<file path="src/rtl/f_max_unpool_pkg.sv">
// Shared constants for the float max-pool / max-unpool datapath units.
// Float zero fill and default field widths.
package f_max_unpool_pkg;

  localparam int DATA_W_DEF  = 32;
  localparam int DELAY_W_DEF = 7;

  // +0.0 in IEEE-754; sized down at the point of use.
  localparam logic [63:0] F_ZERO = 64'h0;

endpackage

</file>
<file path="src/rtl/f_unpool_phase.sv">
// Delay/stride phase counter: counts down from delay0 after run,
// then reloads strideMinusOne; start is high when it reaches zero.
module f_unpool_phase
  import f_max_unpool_pkg::*;
#(
  parameter int DELAY_W = DELAY_W_DEF
) (
  input  logic               clk,
  input  logic               rst,
  input  logic               run,
  input  logic [DELAY_W-1:0] strideMinusOne,
  input  logic [DELAY_W-1:0] delay0,
  output logic               start
);

  logic [DELAY_W-1:0] delay;

  // Free-running phase count, independent of the advance enable.
  always_ff @(posedge clk or posedge rst) begin
    if (rst)
      delay <= '0;
    else if (run)
      delay <= delay0;
    else if (delay != '0)
      delay <= delay - DELAY_W'(1);
    else
      delay <= strideMinusOne;
  end

  assign start = (delay == '0);

endmodule

</file>
<file path="src/rtl/f_max_unpool.sv">
// Float max-unpool: latches a pooled value and its argmax per window
// and emits it at that position, +0.0 elsewhere. Macro: F_MAX_UNPOOL_IDX_CLAMP_EN.
module f_max_unpool
  import f_max_unpool_pkg::*;
#(
  parameter int DATA_W  = DATA_W_DEF,
  parameter int DELAY_W = DELAY_W_DEF
) (
  input  logic               clk,
  input  logic               rst,
  input  logic               run,
  input  logic               running,
  input  logic [DELAY_W-1:0] strideMinusOne,
  input  logic [DELAY_W-1:0] delay0,
  input  logic [DATA_W-1:0]  in0,
  input  logic [DELAY_W-1:0] in1,
  output logic [DATA_W-1:0]  out0
);

  localparam logic [DATA_W-1:0] ZF = DATA_W'(F_ZERO);

  logic               start;
  logic [DELAY_W-1:0] idx_in;
  logic [DATA_W-1:0]  val;
  logic [DELAY_W-1:0] idx;
  logic [DELAY_W-1:0] pos;
  logic               valid;
  logic [DATA_W-1:0]  out;

  f_unpool_phase #(
    .DELAY_W(DELAY_W)
  ) u_phase (
    .clk           (clk),
    .rst           (rst),
    .run           (run),
    .strideMinusOne(strideMinusOne),
    .delay0        (delay0),
    .start         (start)
  );

`ifdef F_MAX_UNPOOL_IDX_CLAMP_EN
  // Out-of-range argmax lands on the last window position.
  always_comb begin
    idx_in = in1;
    if (in1 > strideMinusOne)
      idx_in = strideMinusOne;
  end
`else
  // Out-of-range argmax simply never matches a position.
  always_comb begin
    idx_in = in1;
  end
`endif

  // Window latch, position walk and registered zero-fill select.
  always_ff @(posedge clk or posedge rst) begin
    if (rst) begin
      val   <= '0;
      idx   <= '0;
      pos   <= '0;
      valid <= 1'b0;
      out   <= '0;
    end else if (run) begin
      valid <= 1'b0;
      if (running)
        out <= ZF;
    end else if (running) begin
      if (start) begin
        val   <= in0;
        idx   <= idx_in;
        pos   <= DELAY_W'(1);
        valid <= 1'b1;
        out   <= (idx_in == '0) ? in0 : ZF;
      end else if (valid) begin
        out <= (pos == idx) ? val : ZF;
        pos <= pos + DELAY_W'(1);
      end else begin
        out <= ZF;
      end
    end
  end

  assign out0 = out;

endmodule

</file>
<file path="config.mk">
export PLATFORM = sky130hd
export DESIGN_NAME = f_max_unpool
export DESIGN_NICKNAME = d
export VERILOG_FILES = /design/src/rtl/f_max_unpool_pkg.sv /design/src/rtl/f_unpool_phase.sv /design/src/rtl/f_max_unpool.sv
export SDC_FILE = /design/constraint.sdc
export NUM_CORES = 1
export LEC_CHECK = 0
export CELL_PAD_IN_SITES_DETAIL_PLACEMENT = 0
export CELL_PAD_IN_SITES_GLOBAL_PLACEMENT = 1
export CORE_UTILIZATION = 25
export DETAILED_ROUTE_END_ITERATION = 8
export GPL_ROUTABILITY_DRIVEN = 1
export PLACE_DENSITY_LB_ADDON = 0.1
export SLEW_MARGIN = 20
export SYNTH_ARGS = -nofsm -noshare
export SYNTH_HDL_FRONTEND = slang
export SYNTH_SLANG_ARGS = --single-unit
export TNS_END_PERCENT = 1
</file>
<file path="constraint.sdc">
create_clock -name clk -period 4.1 [get_ports clk]
set_clock_uncertainty 0.2 [all_clocks]
set_input_delay 0.82 -clock clk [delete_from_list [all_inputs] [get_ports clk]]
set_output_delay 0.82 -clock clk [all_outputs]
set_load 0.02 [all_outputs]
</file>
* Yosys cells after proc, flatten, opt, wreduce, memory -nomap -nowiden
Index checks and enable logic that the tools add are counted.
** Storage, ports and cells
- Word-level logic and storage cells :: 33
- Input port bits :: 57
- Register bits after elaboration :: 86
- Output and inout port bits :: 32
** Cells by class
- Equal/unequal tests :: 1
- Add/sub/neg operators :: 2
- Reduce and logical (&&, ||, !) cells :: 9
- Muxes and demuxes :: 14
- Bitwise logic cells :: 1
** Operators with widths (number)
- $mux 32 :: 7
- $mux 7 :: 4
- $logic_not 7->1 :: 2
- $add 7x1->7 const B :: 1
- $eq 7x7->1 :: 1
- $reduce_bool 7->1 :: 1
- $sub 7x1->7 const B :: 1
- $reduce_and 3->1 :: 2
- $reduce_bool 2->1 :: 3
- $mux 1 :: 3
- $reduce_and 2->1 :: 1
- $not 1->1 :: 1

* Depth between registers and ports, before layout
- Depth after elaboration :: 6
- Mapped depth :: 7
- Depth with buffers taken out :: 6

* Cells and area by module
A second synthesis with hierarchy kept.
** Second synthesis, totals
- Cell total of the unflattened synthesis :: 376
- Area total of the unflattened synthesis :: 3898.7 um^2
** Modules (own cells, without submodules)
- f_max_unpool :: sequential area each 1976.9 um^2, times used 1, area each 3427.0 um^2, cells each 327
- f_unpool_phase :: sequential area each 175.2 um^2, times used 1, area each 471.7 um^2, cells each 49

* Worst setup path before layout
Ideal clock, no wire load.
- Path kind :: input to register
- From :: input running
- To :: register idx[6]
- Setup time :: 0.125 ns
- Cell stages on the path :: 4
- Data arrival time :: 1.853 ns
- Path buffers :: 1
- Setup slack :: 1.922 ns
- Required time :: 3.775 ns
- Cell sequence :: nor2b_1 -> nand3_1 -> buf_1 -> mux2_2
** On the way
- Cells in the longest elaborated chain, start to end :: 1
** Ends and longest elaborated chain
- start, declared :: line f_max_unpool.sv:12 : input logic running,
- $reduce_and 3->1 (no source line)
- end signal, assigned :: line f_max_unpool.sv:70 : idx <= idx_in;
- end, declared :: line f_max_unpool.sv:25 : logic [DELAY_W-1:0] idx;
Every way passes these cells.
A chain may end at the register's enable or synchronous reset.

* Worst setup path in the final report
- From :: input run
- To :: register out[21] (netlist: out0[21])
** On the way
- Cells in the longest elaborated chain, start to end :: 1
** Ends and longest elaborated chain
- start, declared :: line f_max_unpool.sv:11 : input logic run,
- $mux 32 :: line f_max_unpool.sv:63 : end else if (run) begin
- end signal, assigned :: line f_max_unpool.sv:73 : out <= (idx_in == '0) ? in0 : ZF;
- end signal, assigned :: line f_max_unpool.sv:75 : out <= (pos == idx) ? val : ZF;
- end, declared :: line f_max_unpool.sv:28 : logic [DATA_W-1:0] out;
Every way passes these cells.

==> flow_metrics.tcl <==
set metrics [dict create \
    outcome "complete, but fails checks" \
    violations "design-rule violations" \
    diodes 0 \
    vdd_drop_max_v 0.000201 \
    area_delta_synth_final_pct 36.2 \
    synth_nets 357 \
    dp_cells 560 \
    layout_common_cells "88 x clkdlybuf4s50_1, 86 x dfrtp_1, 41 x mux2_2" \
    core_region_area_um2 14700 \
    rsz0062_at_grt "no" \
    max_cap_violations 0 \
    startpoint_type "input pin" \
    clock_latency_ps 340 \
    crit_family "simple AND/OR/NAND/NOR gates" \
    final_hold_viol_count 0 \
    port_buffers 88 \
    wl_per_cell_um 16.6 \
    async_reset_ff_frac 1.00 \
    track_usage 0.131 \
    max-clock-path-buffers 2 \
    drc 5 \
    setup_viol_count_final 0 \
    synth.distinct_cells 33 \
    syn_area_per_cell_um2 12.8 \
    num_vias 2676 \
    die_h_um 126 \
    power.density_nw_per_um2 388 \
    place_congestion 0.700 \
    cp_slowest_stage_delay_ps 740 \
    layout.cells.non_filler 576 \
    relSlewSlack 0.395 \
    cts_buffers 9 \
    layout.nets 447 \
    clock_sink_count 86 \
    cp_data_arrival_time_ps 3010 \
    crit_chain "clkdlybuf4s50_1 > buf_4 > nor2b_1 > nand3_2 > nor2_4 > a221o_1" \
    crit_fanout 32 \
    crit_buf_inv 2 \
    cts_root_buf "clkbuf_16" \
    netSwitchingPower_uw 473 \
    vias_per_cell 4.65 \
    num_io_pins 89 \
    final_max_slew_viol_count 0 \
    cts-htree-levels 3 \
    setup_ws_ps 1170 \
    grt_max_degree 41 \
    dieArea_um2 15800 \
    dp.final_hpwl_um 6180 \
    critPathKind "input pin to flip-flop" \
    finalCriticalPeriod_ps 2930 \
    first_iter_violations 130 \
    min_path_type "flip-flop to flip-flop" \
    dp_slack_ps 739 \
    overflow 0 \
    synth_edf_count 0 \
    worstSetupEndpointType "flip-flop" \
    syn-instance-count 297 \
    fp-row-count 44 \
    yosysSeqAreaShare 0.564 \
    critPathSlowestCell "nor2_4" \
    drt-total-wl_um 9590 \
    tightest_slew_ps 906 \
    ys.flop_type "dfrtp_1" \
    grt_pass1_wl_um 15700 \
    tns_ps 0 \
    postRouteAntennaNets 0 \
    clock_power_share 0.416 \
    finalPower_uw 2020 \
    antenna_found_initial 0 \
    start_util 0.260 \
    post_cts_resized 0 \
    p_leak_uw 0.00229 \
    drive_gt1_frac 0.181 \
    first_pass_iters 6 \
    sequentialPowerShare 0.474 \
    post-route-period-util 0.716 \
    clk_pin_slew_ps 60 \
    swShare 0.235 \
    p_comb_frac 0.110 \
    die_w_um 126 \
    yosysWarnings 0 \
    post_cts_buffers 0 \
    ys_seq_elements 86 \
    syn-cell-area_um2 3820 \
    hold_buffers 0 \
    p_int_uw 1540 \
    cts_tree "built" \
    max_freq_ghz 0.341 \
    layout.cells.most_common "clkdlybuf4s50_1" \
    grt_pass1_vias 2826 \
    required_ps 4170 \
]
-- power groups by stage --
stage	clock (µW)	sequential [µW]	combinational (µW)
after global placement	0	968	225
after CTS	866	955	228
after detailed placement	0	970	228
final	839	954	222
after floorplan	0	959	136
after global routing	904	963	249
-- sequential cells by signal (all words and copies together), names as in the netlist --
register and cells:
out0 32, pos 7, val 32, valid 1, u_phase.delay 7, idx 7
-- per-layer routing --
layer | part of all wire | track usage | routed length [µm] | vias to the layer above
li1 | - | - | - | 1272
met1 | 0.49 | 0.180 | 4680 | 1325
met2 | 0.45 | 0.195 | 4270 | 68
met3 | 0.049 | 0.0291 | 471 | 11
met4 | 0.017 | 0.0603 | 163 | 0
met5 | 0 | 0 | 0 | -
-- synthesized netlist by cell type, types with 3 or more instances --
library cell / number / share of area
nand2b_1: 4 / 0.0066
nor2b_1: 34 / 0.056
buf_2: 3 / 0.0039
o21ai_0: 10 / 0.013
nor2_1: 7 / 0.0069
xnor2_1: 10 / 0.023
dfrtp_1: 86 / 0.56
buf_6: 4 / 0.012
buf_1: 4 / 0.0039
mux2_2: 41 / 0.12
o31ai_1: 4 / 0.0079
a21oi_1: 7 / 0.0092
ha_1: 3 / 0.0098
a221o_1: 30 / 0.079
nor3_1: 6 / 0.0079
nand2_1: 9 / 0.0089
nand3_1: 6 / 0.0079
clkbuf_1: 4 / 0.0039
inv_1: 5 / 0.0049
-- worst register-to-register path: stages, from the launching register on --
cell and delay (ps):
dfrtp_1 420, nor4_1 560, nand3_2 200, nor2_4 740, a221o_1 300
-- final timing paths --
check                                            from                    to  slack, ps  cells past startpoint
min in group asynchronous                         rst  out0[12]$_DFFE_PP0P_        690                      2
min                                val[8]$_DFFE_PP0P_   out0[8]$_DFFE_PP0P_        290                      1
max in group asynchronous                         rst   out0[5]$_DFFE_PP0P_       2190                      3
max                                               run  out0[21]$_DFFE_PP0P_       1170                      6
max reg2reg                u_phase.delay[5]$_DFF_PP0_  out0[21]$_DFFE_PP0P_       1610                      4
min reg2reg                        val[8]$_DFFE_PP0P_   out0[8]$_DFFE_PP0P_        290                      1
-- cell families after synthesis --
kind of cell / share of synthesized area
AOI/OAI and AO/OA: 0.134
xor gates and xnor gates: 0.0275
adders and majority gates: 0.00984
muxes: 0.126
DFF: 0.564
buffers and inverters: 0.0285
and+or+nand+nor: 0.110
-- metrics by stage --
stage	area, µm²	util	hold slack, ps
after floorplan	3820	-	273
after global routing	5200	0.354	313
final	5200	0.354	295
after detailed placement	4900	0.333	285
after global placement	4900	0.333	278
after CTS	5200	0.354	299
-- layout make-up --
cell class	count	area, µm²
Tap cell	184	230
Multi-Input combinational cell	191	1570
Fill cell	1486	9500
Timing Repair Buffer	94	926
Clock inverter	3	42.5
Clock buffer	13	260
Inverter	5	20.0
Sequential cell	86	2150
No activity file was read; power rests on OpenSTA's default activity.
